==> config.mk <==
export PLATFORM = sky130hd
export DESIGN_NAME = fpu_req_arbiter_flat
export DESIGN_NICKNAME = d
export VERILOG_FILES = /design/src/rtl/fpu_arb_pkg.sv /design/src/rtl/fpu_req_arbiter_if.sv /design/src/rtl/fpu_arb_rr_pick.sv /design/src/rtl/fpu_req_arbiter.sv /design/src/flat_wrapper.sv
export SDC_FILE = /design/constraint.sdc
export NUM_CORES = 1
export LEC_CHECK = 0
export ABC_AREA = 1
export BUFFER_PORTS_ARGS = -buffer_cell sky130_fd_sc_hd__buf_4
export CORE_ASPECT_RATIO = 1.75
export CORE_MARGIN = 2
export CORE_UTILIZATION = 35
export DETAILED_ROUTE_END_ITERATION = 12
export PLACE_DENSITY = 0.75
export SYNTH_ARGS = -nofsm -noshare
export SYNTH_HDL_FRONTEND = slang
export SYNTH_HIERARCHICAL = 1
export SYNTH_SLANG_ARGS = --single-unit
==> constraint.sdc <==
create_clock -name clk -period 2.9 [get_ports clk]
set_input_delay 0.58 -clock clk [delete_from_list [all_inputs] [get_ports clk]]
set_output_delay 0.58 -clock clk [all_outputs]
set_load 0.005 [all_outputs]
==> src/rtl/fpu_arb_pkg.sv <==
// Shared types and constants for the two-port FPU request arbiter.
// Opcode encodings and the bf16 quiet NaN used for timed-out operations.
package fpu_arb_pkg;

  typedef enum logic [1:0] {
    S_IDLE,
    S_ISSUE,
    S_WAIT,
    S_RESP
  } state_e;

  localparam int OP_W_DEF = 4;

  localparam logic [OP_W_DEF-1:0] OP_ADD  = 4'd0;
  localparam logic [OP_W_DEF-1:0] OP_SUB  = 4'd1;
  localparam logic [OP_W_DEF-1:0] OP_MUL  = 4'd2;
  localparam logic [OP_W_DEF-1:0] OP_DIV  = 4'd3;
  localparam logic [OP_W_DEF-1:0] OP_SQRT = 4'd4;
  localparam logic [OP_W_DEF-1:0] OP_CMP  = 4'd5;
  localparam logic [OP_W_DEF-1:0] OP_CVT  = 4'd6;

  localparam logic [15:0] BF16_QNAN = 16'h7FC0;

endpackage

==> src/rtl/fpu_req_arbiter_if.sv <==
// Request, response and FPU-side signals of the arbiter in one bundle.
// slave = arbiter side, master = requesters plus FPU.
interface fpu_req_arbiter_if #(
  parameter int OP_W = fpu_arb_pkg::OP_W_DEF
);

  logic            req0_valid;
  logic            req0_ready;
  logic [OP_W-1:0] req0_op;
  logic [15:0]     req0_a;
  logic [15:0]     req0_b;

  logic            req1_valid;
  logic            req1_ready;
  logic [OP_W-1:0] req1_op;
  logic [15:0]     req1_a;
  logic [15:0]     req1_b;

  logic            rsp0_valid;
  logic            rsp0_ready;
  logic [15:0]     rsp0_result;
  logic            rsp0_err;

  logic            rsp1_valid;
  logic            rsp1_ready;
  logic [15:0]     rsp1_result;
  logic            rsp1_err;

  logic            fpu_start;
  logic [OP_W-1:0] fpu_op;
  logic [15:0]     fpu_a;
  logic [15:0]     fpu_b;
  logic            fpu_done;
  logic [15:0]     fpu_result;

  modport slave (
    input  req0_valid, req0_op, req0_a, req0_b,
    input  req1_valid, req1_op, req1_a, req1_b,
    output req0_ready, req1_ready,
    output rsp0_valid, rsp0_result, rsp0_err,
    output rsp1_valid, rsp1_result, rsp1_err,
    input  rsp0_ready, rsp1_ready,
    output fpu_start, fpu_op, fpu_a, fpu_b,
    input  fpu_done, fpu_result
  );

  modport master (
    output req0_valid, req0_op, req0_a, req0_b,
    output req1_valid, req1_op, req1_a, req1_b,
    input  req0_ready, req1_ready,
    input  rsp0_valid, rsp0_result, rsp0_err,
    input  rsp1_valid, rsp1_result, rsp1_err,
    output rsp0_ready, rsp1_ready,
    input  fpu_start, fpu_op, fpu_a, fpu_b,
    output fpu_done, fpu_result
  );

endinterface

==> src/rtl/fpu_arb_rr_pick.sv <==
// Two-way round-robin pick: a lone valid wins, a tie goes to the
// port that was not granted last.
module fpu_arb_rr_pick (
  input  logic [1:0] valid,
  input  logic       last_grant,
  output logic       grant,
  output logic       grant_valid
);

  always_comb begin
    grant       = 1'b0;
    grant_valid = |valid;
    unique case (1'b1)
      (valid == 2'b11): grant = ~last_grant;
      (valid == 2'b10): grant = 1'b1;
      default:          grant = 1'b0;
    endcase
  end

endmodule

==> src/rtl/fpu_req_arbiter.sv <==
// Shares one FPU between the UART (port 0) and Wishbone (port 1) paths.
// FPU_ARB_TIMEOUT_EN adds a WAIT watchdog answering qNaN with err=1.
module fpu_req_arbiter
  import fpu_arb_pkg::*;
#(
  parameter int TIMEOUT_CYCLES = 64,
  parameter int OP_W           = OP_W_DEF
) (
  input  logic              clk,
  input  logic              rst,
  fpu_req_arbiter_if.slave  bus
);

  state_e          state_q, state_d;
  logic [OP_W-1:0] op_q, op_d;
  logic [15:0]     a_q, a_d;
  logic [15:0]     b_q, b_d;
  logic [15:0]     res_q, res_d;
  logic            grant_q, grant_d;
  logic            last_q, last_d;

  logic [1:0]      req_valid;
  logic            pick;
  logic            pick_vld;
  logic            rsp_ready;
  logic            tmo;
  logic            rsp_err;

  assign req_valid = {bus.req1_valid, bus.req0_valid};
  assign rsp_ready = grant_q ? bus.rsp1_ready : bus.rsp0_ready;

  fpu_arb_rr_pick u_pick (
    .valid       (req_valid),
    .last_grant  (last_q),
    .grant       (pick),
    .grant_valid (pick_vld)
  );

`ifdef FPU_ARB_TIMEOUT_EN
  localparam int CNT_W = $clog2(TIMEOUT_CYCLES + 1);

  logic [CNT_W-1:0] cnt_q, cnt_d;
  logic             err_q, err_d;

  assign tmo     = (cnt_q == CNT_W'(TIMEOUT_CYCLES - 1));
  assign rsp_err = err_q;

  always_ff @(posedge clk) begin
    if (rst) begin
      cnt_q <= '0;
      err_q <= 1'b0;
    end else begin
      cnt_q <= cnt_d;
      err_q <= err_d;
    end
  end
`else
  assign tmo     = 1'b0;
  assign rsp_err = 1'b0;
`endif

  always_ff @(posedge clk) begin
    if (rst) begin
      state_q <= S_IDLE;
      op_q    <= '0;
      a_q     <= '0;
      b_q     <= '0;
      res_q   <= '0;
      grant_q <= 1'b0;
      last_q  <= 1'b1;
    end else begin
      state_q <= state_d;
      op_q    <= op_d;
      a_q     <= a_d;
      b_q     <= b_d;
      res_q   <= res_d;
      grant_q <= grant_d;
      last_q  <= last_d;
    end
  end

  always_comb begin
    state_d = state_q;
    op_d    = op_q;
    a_d     = a_q;
    b_d     = b_q;
    res_d   = res_q;
    grant_d = grant_q;
    last_d  = last_q;
`ifdef FPU_ARB_TIMEOUT_EN
    cnt_d   = cnt_q;
    err_d   = err_q;
`endif
    unique case (state_q)
      S_IDLE: begin
        if (pick_vld) begin
          state_d = S_ISSUE;
          grant_d = pick;
          op_d    = pick ? bus.req1_op : bus.req0_op;
          a_d     = pick ? bus.req1_a  : bus.req0_a;
          b_d     = pick ? bus.req1_b  : bus.req0_b;
        end
      end
      S_ISSUE: begin
        if (bus.fpu_done) begin
          state_d = S_RESP;
          res_d   = bus.fpu_result;
`ifdef FPU_ARB_TIMEOUT_EN
          err_d   = 1'b0;
`endif
        end else begin
          state_d = S_WAIT;
`ifdef FPU_ARB_TIMEOUT_EN
          cnt_d   = '0;
`endif
        end
      end
      S_WAIT: begin
        // a done arriving together with the timeout still wins
        if (bus.fpu_done) begin
          state_d = S_RESP;
          res_d   = bus.fpu_result;
`ifdef FPU_ARB_TIMEOUT_EN
          err_d   = 1'b0;
`endif
        end else if (tmo) begin
          state_d = S_RESP;
          res_d   = BF16_QNAN;
`ifdef FPU_ARB_TIMEOUT_EN
          err_d   = 1'b1;
`endif
        end else begin
`ifdef FPU_ARB_TIMEOUT_EN
          cnt_d   = cnt_q + 1'b1;
`endif
        end
      end
      S_RESP: begin
        if (rsp_ready) begin
          state_d = S_IDLE;
          last_d  = grant_q;
        end
      end
      default: state_d = S_IDLE;
    endcase
  end

  always_comb begin
    bus.req0_ready  = 1'b0;
    bus.req1_ready  = 1'b0;
    if (!rst && state_q == S_IDLE && pick_vld) begin
      bus.req0_ready = ~pick;
      bus.req1_ready = pick;
    end
    bus.fpu_start   = (state_q == S_ISSUE);
    bus.fpu_op      = op_q;
    bus.fpu_a       = a_q;
    bus.fpu_b       = b_q;
    bus.rsp0_valid  = (state_q == S_RESP) && !grant_q;
    bus.rsp1_valid  = (state_q == S_RESP) && grant_q;
    bus.rsp0_result = res_q;
    bus.rsp1_result = res_q;
    bus.rsp0_err    = rsp_err;
    bus.rsp1_err    = rsp_err;
  end

endmodule

==> src/flat_wrapper.sv <==
// flat-port wrapper written by rule: the top's interface ports become plain ports
module fpu_req_arbiter_flat import fpu_arb_pkg::*;
#(
  parameter int TIMEOUT_CYCLES = 64,
  parameter int OP_W           = OP_W_DEF
)
  (clk, rst, bus_req0_valid, bus_req0_op, bus_req0_a, bus_req0_b, bus_req1_valid, bus_req1_op, bus_req1_a, bus_req1_b, bus_req0_ready, bus_req1_ready, bus_rsp0_valid, bus_rsp0_result, bus_rsp0_err, bus_rsp1_valid, bus_rsp1_result, bus_rsp1_err, bus_rsp0_ready, bus_rsp1_ready, bus_fpu_start, bus_fpu_op, bus_fpu_a, bus_fpu_b, bus_fpu_done, bus_fpu_result);
  fpu_req_arbiter_if #(.OP_W(OP_W)) bus_i ();
  input  logic clk;
  input  logic rst;
  input wire logic [$bits(bus_i.req0_valid)-1:0] bus_req0_valid;
  input wire logic [$bits(bus_i.req0_op)-1:0] bus_req0_op;
  input wire logic [$bits(bus_i.req0_a)-1:0] bus_req0_a;
  input wire logic [$bits(bus_i.req0_b)-1:0] bus_req0_b;
  input wire logic [$bits(bus_i.req1_valid)-1:0] bus_req1_valid;
  input wire logic [$bits(bus_i.req1_op)-1:0] bus_req1_op;
  input wire logic [$bits(bus_i.req1_a)-1:0] bus_req1_a;
  input wire logic [$bits(bus_i.req1_b)-1:0] bus_req1_b;
  output wire logic [$bits(bus_i.req0_ready)-1:0] bus_req0_ready;
  output wire logic [$bits(bus_i.req1_ready)-1:0] bus_req1_ready;
  output wire logic [$bits(bus_i.rsp0_valid)-1:0] bus_rsp0_valid;
  output wire logic [$bits(bus_i.rsp0_result)-1:0] bus_rsp0_result;
  output wire logic [$bits(bus_i.rsp0_err)-1:0] bus_rsp0_err;
  output wire logic [$bits(bus_i.rsp1_valid)-1:0] bus_rsp1_valid;
  output wire logic [$bits(bus_i.rsp1_result)-1:0] bus_rsp1_result;
  output wire logic [$bits(bus_i.rsp1_err)-1:0] bus_rsp1_err;
  input wire logic [$bits(bus_i.rsp0_ready)-1:0] bus_rsp0_ready;
  input wire logic [$bits(bus_i.rsp1_ready)-1:0] bus_rsp1_ready;
  output wire logic [$bits(bus_i.fpu_start)-1:0] bus_fpu_start;
  output wire logic [$bits(bus_i.fpu_op)-1:0] bus_fpu_op;
  output wire logic [$bits(bus_i.fpu_a)-1:0] bus_fpu_a;
  output wire logic [$bits(bus_i.fpu_b)-1:0] bus_fpu_b;
  input wire logic [$bits(bus_i.fpu_done)-1:0] bus_fpu_done;
  input wire logic [$bits(bus_i.fpu_result)-1:0] bus_fpu_result;
  assign bus_i.req0_valid = bus_req0_valid;
  assign bus_i.req0_op = bus_req0_op;
  assign bus_i.req0_a = bus_req0_a;
  assign bus_i.req0_b = bus_req0_b;
  assign bus_i.req1_valid = bus_req1_valid;
  assign bus_i.req1_op = bus_req1_op;
  assign bus_i.req1_a = bus_req1_a;
  assign bus_i.req1_b = bus_req1_b;
  assign bus_req0_ready = bus_i.req0_ready;
  assign bus_req1_ready = bus_i.req1_ready;
  assign bus_rsp0_valid = bus_i.rsp0_valid;
  assign bus_rsp0_result = bus_i.rsp0_result;
  assign bus_rsp0_err = bus_i.rsp0_err;
  assign bus_rsp1_valid = bus_i.rsp1_valid;
  assign bus_rsp1_result = bus_i.rsp1_result;
  assign bus_rsp1_err = bus_i.rsp1_err;
  assign bus_i.rsp0_ready = bus_rsp0_ready;
  assign bus_i.rsp1_ready = bus_rsp1_ready;
  assign bus_fpu_start = bus_i.fpu_start;
  assign bus_fpu_op = bus_i.fpu_op;
  assign bus_fpu_a = bus_i.fpu_a;
  assign bus_fpu_b = bus_i.fpu_b;
  assign bus_i.fpu_done = bus_fpu_done;
  assign bus_i.fpu_result = bus_fpu_result;
  fpu_req_arbiter #(.TIMEOUT_CYCLES(TIMEOUT_CYCLES), .OP_W(OP_W)) u_core (.clk(clk), .rst(rst), .bus(bus_i));
endmodule
==> flow_metrics.py, run 1 <==
metrics = {
    "critical_path": {
        "worst-r2r-setup-slack_ps": 1040,
        "worst-setup-path-type": "flop to output port",
        "worstReg2RegEnd": "u_core/bus.rsp0_result[5]",
        "critPathMostFrequentCell": "sky130_fd_sc_hd__buf_4",
        "critical_path.startpoint": "u_core/state_q[0]",
        "setup.worst_path.end_class": "output port",
        "r2r-start": "u_core/state_q[0]",
        "crit_path_cell_trace": "inv_1 > ha_1 > nand2_2 > nor3_4 > buf_4 > buf_4",
        "worstSetupStartpointType": "flop",
        "worst_setup_path_endpoint": "bus_req0_ready",
        "critPathArrivalTime_ps": 1700,
        "crit_path_max_fanout": 15,
        "rr_worst_depth": 6,
        "timing.critical_path.slowest_cell_delay_ps": 340,
        "required_ps": 2320,
        "critical-path-slowest-cell": "sky130_fd_sc_hd__dfxtp_1",
    },
    "cells_and_area": {
        "fillCellCount": 692,
        "post_route_cells_drive_above_1_share_pct": 38.4,
        "regArea_mm2": 0.00112,
        "multi_input_logic_area_mm2": 0.00103,
        "n_antenna_cell": 0,
        "flow.area_growth_from_synthesis_pct": 55.8,
        "post-route-cell-area_mm2": 0.00374,
        "fin_nets": 574,
        "fin_util_pct": 55.4,
    },
    "timing": {
        "min_period_over_period_pct": 78.7,
        "finalClockSkew_ps": 6.25,
        "setup-tns-final_ps": 0,
        "timing.final.setup_violations": 0,
        "rsz0062_at_grt": "no",
        "slew_violations": 0,
        "achievable-frequency_ghz": 0.438,
        "finalHoldViolCount": 0,
        "post-route-min-period_ps": 2280,
        "setup_ws_ps": 616,
        "timing.slew.headroom_pct": 61.9,
        "timing_worst_slew_pin_value_ps": 571,
    },
    "routing": {
        "finalWirelength_um": 6750,
        "vias": 2521,
        "wl_per_cell_um": 12.1,
        "vias_per_cell": 4.52,
        "drt_drc": 0,
        "detail-route-antenna-nets": 0,
        "drt-initial-drc-count": 92,
        "drt_pre_antenna_iters": 4,
    },
    "pwr": {
        "internal_power_mw": 2.03,
        "power.sequential.fraction_pct": 39.8,
        "combinationalPowerShare_pct": 39.5,
        "clockPowerShare_pct": 20.6,
        "p_leak_nw": 1.93,
        "power.net_switching_uw": 935,
        "ir_worst_vdd_v": 0.000421,
        "design_power_total_mw": 2.97,
        "pwr_density_cell_mw_per_mm2": 792,
        "p_sw_share_pct": 31.5,
    },
    "cts": {
        "post_cts_resize_count": 0,
        "tritoncts": "yes",
        "clock_latency_ps": 290,
        "clkSinkCount": 56,
        "cts-buffers-inserted": 5,
        "cts.reportedPaths.clkPinSlew_ps": 60,
        "cts_hold_buffers": 0,
        "cts_post_setup_buffers_inserted": 0,
        "htreeDepth": 2,
        "clock-root-buffer": "sky130_fd_sc_hd__clkbuf_16",
        "clock_path_buffers": 2,
    },
    "synthesis": {
        "syn-instance-count": 326,
        "yosys.cell_types.count": 20,
        "yosys_warnings": 6,
        "ys_ff_latch": 56,
        "synth_area_mm2": 0.00240,
        "mean_instance_size_in_the_synthesized_netlist_um2": 7.37,
        "synth-seq-area-share_pct": 46.6,
    },
    "outcome": {
        "status": "finished, final reports clean",
    },
    "worst_hold_path": {
        "hold_class": "flop to flop",
        "worstHoldStart": "u_core/bus.fpu_b[8]",
    },
    "place": {
        "postPlaceCellArea_mm2": 0.00359,
        "finalWeightedCongestion": 0.779,
        "port-buffer-count": 167,
        "dp_slack_ps": 794,
        "post-dp-hpwl_um": 5290,
    },
    "floorplanning": {
        "fp.dieW_um": 66.6,
        "floorplan.die_area_mm2": 0.00757,
        "initial_core_util_pct": 35.6,
        "fp.dieH_um": 114,
        "num_rows": 40,
        "area_inside_the_core_boundary_mm2": 0.00676,
        "floorplan.io_pins": 170,
    },
    "global_routing": {
        "grt_pass1_vias": 2322,
        "grt_pass1_wl_um": 10300,
        "grt_antenna_before_repair": 0,
        "global_route.usage.total_pct": 17.2,
        "pin_count_of_the_biggest_net_entering_global_routing": 38,
        "globalRoute.totalOverflow": 0,
    },
    "job": {
        "max-cap-violations": 0,
    },
}
## worst min path at each step
stage,endpoint,slack (ps),cells after the start
after global routing,u_core/bus.fpu_op[3],490,3
final,u_core/bus.fpu_b[8],470,2
after floorplan,u_core/bus.fpu_a[0],470,2
after global placement,u_core/bus.fpu_b[11],450,2
after detailed placement,u_core/bus.fpu_b[3],460,2
after CTS,u_core/bus.fpu_b[3],480,2
## cell families (layout without fill, tap and decap cells)
family	count (synthesis)	count (layout)	synth area share [%]
buffers and inverters	42	189	11.3
other	1	2	0.156
and+or+nand+nor	200	200	34.3
DFF	56	56	46.6
AOI/OAI and AO/OA	22	22	4.95
adders and majority gates	5	5	2.60
## flip-flops by register name, summed over array words and instances (netlist names)
| signal | count |
|---|---|
| u_core/bus.rsp0_result | 16 |
| u_core/last_q | 1 |
| u_core/bus.fpu_op | 4 |
| u_core/state_q | 2 |
| u_core/bus.fpu_a | 16 |
| u_core/grant_q | 1 |
| u_core/bus.fpu_b | 16 |
## critical path, delay by kind of cell, from the launching register on
kind,cells,cell delay [ps]
adder cells (fa/ha/maj),1,270
flip-flops,1,340
AND/OR/NAND/NOR,2,280
buffers and inverters,3,530
## cells in the final DEF (no fill, tap or decap), types with 2 or more instances in the layout
| master | instances |
|---|---|
| sky130_fd_sc_hd__a21oi_1 | 2 |
| sky130_fd_sc_hd__dfxtp_1 | 56 |
| sky130_fd_sc_hd__nand3_1 | 38 |
| sky130_fd_sc_hd__conb_1 | 2 |
| sky130_fd_sc_hd__clkbuf_16 | 5 |
| sky130_fd_sc_hd__inv_1 | 11 |
| sky130_fd_sc_hd__buf_4 | 170 |
| sky130_fd_sc_hd__nor2_1 | 37 |
| sky130_fd_sc_hd__clkbuf_8 | 2 |
| sky130_fd_sc_hd__ha_1 | 5 |
| sky130_fd_sc_hd__nand2_1 | 121 |
| sky130_fd_sc_hd__o21ai_0 | 17 |
## per-layer routing
layer,track usage (%),vias up,share of wire (%)
li1,-,1298,-
met1,17.6,1122,36
met2,32.5,93,54
met3,4.54,8,8.2
met4,5.71,0,1.5
met5,0,-,0
## power by group through the flow
stage,Clock [mW],Sequential [mW],Combinational (mW)
global placement,0,1.19,1.16
global route,0.666,1.21,1.29
CTS,0.636,1.19,1.19
detailed placement,0,1.20,1.19
floorplan,0,1.20,0.588
finish,0.612,1.18,1.17
## stage by stage
| step | std cells | hold slack, ps |
|---|---|---|
| floorplan | 327 | 466 |
| global placement | 551 | 454 |
| detailed placement | 551 | 460 |
| CTS | 558 | 479 |
| global route | 558 | 490 |
| finish | 558 | 474 |
## cells in the mapped netlist
master	count	area share, %
sky130_fd_sc_hd__o211ai_1	1	0.31
sky130_fd_sc_hd__nand2_2	1	0.26
sky130_fd_sc_hd__inv_1	11	1.7
sky130_fd_sc_hd__ha_1	5	2.6
sky130_fd_sc_hd__a21o_1	1	0.31
sky130_fd_sc_hd__o21ai_0	17	3.5
sky130_fd_sc_hd__nand2_1	121	19
sky130_fd_sc_hd__buf_2	5	1.0
sky130_fd_sc_hd__or2_1	1	0.26
sky130_fd_sc_hd__buf_6	5	2.3
sky130_fd_sc_hd__dfxtp_1	56	47
sky130_fd_sc_hd__nor2_1	37	5.8
sky130_fd_sc_hd__nand3_1	38	7.9
sky130_fd_sc_hd__nor3_4	1	0.68
sky130_fd_sc_hd__conb_1	1	0.16
sky130_fd_sc_hd__a21oi_2	1	0.36
sky130_fd_sc_hd__a21oi_1	2	0.42
sky130_fd_sc_hd__buf_4	19	5.9
sky130_fd_sc_hd__clkbuf_1	2	0.31
sky130_fd_sc_hd__nor3b_2	1	0.52
## area by class of cell
cell class / count / share of cell area, %
multi-input combinational: 229 / 27.4
tap: 84 / 2.81
inverter: 11 / 1.10
timing repair buffer: 171 / 34.6
clock buffer: 7 / 4.08
sequential: 56 / 29.9
Power figures use the tool's default switching activity.
==> inputs of run 2 (changes only) <==
==> constraint.sdc (replaced) <==
create_clock -name clk -period 2.4 [get_ports clk]
set_input_delay 0.48 -clock clk [delete_from_list [all_inputs] [get_ports clk]]
set_output_delay 0.48 -clock clk [all_outputs]
set_load 0.005 [all_outputs]
==> run 2 against run 1 <==
Sequential power rose by 21%. Worst setup slack got worse by 260 ps. Via count fell by 0.36%. Utilization fell by 0.055 points. Count of clock-buffer cells in the layout fell by 1. Worst hold slack got worse by 91 ps. Critical path depth fell by 1. Clock skew fell by 2.8 ps. Clock power rose by 19%. Global-route usage fell by 0.10 points. Combinational power rose by 21%. Largest cell class unchanged. Largest power group unchanged.
==> flow_metrics.py, run 2 (same netlist as run 1, synthesis figures left out) <==
metrics = {
    "critical_path": {
        "critPathArrivalTime_ps": 1560,
        "worst-setup-path-type": "flop to output port",
        "worst-r2r-setup-slack_ps": 530,
        "worstSetupStartpointType": "flop",
        "crit_path_max_fanout": 5,
        "setup.worst_path.end_class": "output port",
        "worstReg2RegEnd": "u_core/bus.rsp0_result[5]",
        "required_ps": 1920,
        "rr_worst_depth": 6,
        "r2r-start": "u_core/state_q[0]",
    },
    "cts": {
        "cts-buffers-inserted": 5,
        "cts_post_setup_buffers_inserted": 0,
        "clock-root-buffer": "sky130_fd_sc_hd__clkbuf_16",
        "htreeDepth": 2,
        "post_cts_resize_count": 0,
        "cts_hold_buffers": 0,
        "clock_latency_ps": 290,
        "clkSinkCount": 56,
        "tritoncts": "yes",
        "cts.reportedPaths.clkPinSlew_ps": 70,
        "clock_path_buffers": 2,
    },
    "worst_hold_path": {
        "worstHoldStart": "bus_req1_b[11]",
        "hold_class": "input port to flop",
        "hold_path_stages": 3,
        "hold-path-endpoint": "u_core/bus.fpu_b[11]",
    },
    "floorplanning": {
        "num_rows": 40,
        "initial_core_util_pct": 35.6,
        "area_inside_the_core_boundary_mm2": 0.00676,
        "fp.dieW_um": 66.6,
        "fp.dieH_um": 114,
        "floorplan.die_area_mm2": 0.00757,
        "floorplan.io_pins": 170,
    },
    "pwr": {
        "clockPowerShare_pct": 20.4,
        "ir_worst_vdd_v": 0.000689,
        "combinationalPowerShare_pct": 39.7,
        "p_sw_share_pct": 32.1,
        "power.sequential.fraction_pct": 39.9,
        "p_leak_nw": 1.93,
        "internal_power_mw": 2.43,
        "pwr_density_cell_mw_per_mm2": 956,
        "power.net_switching_mw": 1.15,
    },
    "routing": {
        "drt_pre_antenna_iters": 4,
        "drt_drc": 0,
        "wl_per_cell_um": 12.1,
        "finalWirelength_um": 6760,
        "drt-initial-drc-count": 123,
        "vias": 2512,
        "detail-route-antenna-nets": 0,
        "vias_per_cell": 4.49,
    },
    "timing": {
        "timing_worst_slew_pin_value_ps": 510,
        "timing.slew.headroom_pct": 65.9,
        "setup-tns-final_ps": 0,
        "min_period_over_period_pct": 85.0,
        "timing.final.setup_violations": 0,
        "achievable-frequency_ghz": 0.490,
        "finalClockSkew_ps": 3.42,
        "finalHoldViolCount": 0,
        "post-route-min-period_ps": 2040,
        "slew_violations": 0,
        "rsz0062_at_grt": "no",
    },
    "cells_and_area": {
        "fin_nets": 574,
        "flow.area_growth_from_synthesis_pct": 55.6,
        "post_route_cells_drive_above_1_share_pct": 38.5,
        "layout_commonest_cell": "sky130_fd_sc_hd__buf_4",
        "post-route-cell-area_mm2": 0.00374,
        "final_cell_mix": "sky130_fd_sc_hd__buf_4 (170), sky130_fd_sc_hd__nand2_1 (121), sky130_fd_sc_hd__dfxtp_1 (56)",
        "n_antenna_cell": 0,
    },
    "job": {
        "max-cap-violations": 0,
    },
    "place": {
        "postPlaceCellArea_mm2": 0.00359,
        "post-dp-hpwl_um": 5200,
        "port-buffer-count": 167,
        "finalWeightedCongestion": 0.757,
    },
    "outcome": {
        "status": "finished, final reports clean",
    },
    "global_routing": {
        "grt_antenna_before_repair": 0,
        "pin_count_of_the_biggest_net_entering_global_routing": 38,
        "global_route.usage.total_pct": 17.1,
        "grt_pass1_vias": 2252,
        "globalRoute.totalOverflow": 0,
        "grt_pass1_wl_um": 10000,
    },
}
-- run 2: cell types whose count changed in the layout (fill, tap and decap cells not counted) --
cell                       delta
sky130_fd_sc_hd__clkbuf_8     -1
sky130_fd_sc_hd__clkinv_2     +2
-- run 2: critical path, cell delays in order (launching register included) --
cell	delay (ps)
sky130_fd_sc_hd__dfxtp_1	340
sky130_fd_sc_hd__inv_1	150
sky130_fd_sc_hd__ha_1	280
sky130_fd_sc_hd__nand2_2	120
sky130_fd_sc_hd__nor3_4	210
sky130_fd_sc_hd__buf_4	170
-- run 2: power groups by stage --
stage               logic [mW]  clock network, mW  registers, mW
floorplan                0.710                  0           1.45
global placement          1.40                  0           1.44
detailed placement        1.43                  0           1.45
CTS                       1.44              0.753           1.43
global route              1.56              0.788           1.47
finish                    1.42              0.730           1.43
-- run 2: layer usage --
layer / share of wire (%) / vias up / global-route usage [%]
met5: 0 / - / 0
met4: 2.0 / 0 / 6.80
met3: 8.2 / 11 / 4.73
met2: 52 / 108 / 32.0
met1: 37 / 1096 / 17.2
li1: - / 1297 / -
-- run 2: layout make-up --
| type | instances | area, um2 |
|---|---|---|
| Fill cell | 684 | 3020 |
| Tap cell | 84 | 105 |
| Sequential cell | 56 | 1120 |
| Clock inverter | 2 | 10.0 |
| Timing Repair Buffer | 171 | 1300 |
| Multi-Input combinational cell | 229 | 1030 |
| Clock buffer | 6 | 139 |
| Inverter | 11 | 41.3 |
-- run 2: metrics by stage --
step | std cells | worst slack [ps] | utilization, % | total power, mW | hold slack, ps
detailed placement | 551 | 537 | 53.1 | 2.88 | 456
global placement | 551 | 616 | 53.1 | 2.84 | 453
floorplan | 327 | 706 | - | 2.16 | 466
global route | 559 | 232 | 55.4 | 3.82 | 377
CTS | 559 | 345 | 55.4 | 3.62 | 377
finish | 559 | 360 | 55.4 | 3.58 | 383
-- run 2: worst max path at each step --
stage,slack (ps),endpoint,cells past startpoint,from
final,360,bus_req0_ready,5,u_core/state_q[0]
after global routing,230,bus_req0_ready,5,u_core/state_q[1]
after CTS,350,bus_req0_ready,5,u_core/state_q[0]
after detailed placement,540,u_core/bus.rsp0_result[13],6,u_core/state_q[0]
after global placement,620,u_core/bus.fpu_a[2],6,bus_req0_valid
after floorplan,710,bus_req0_ready,5,u_core/state_q[0]
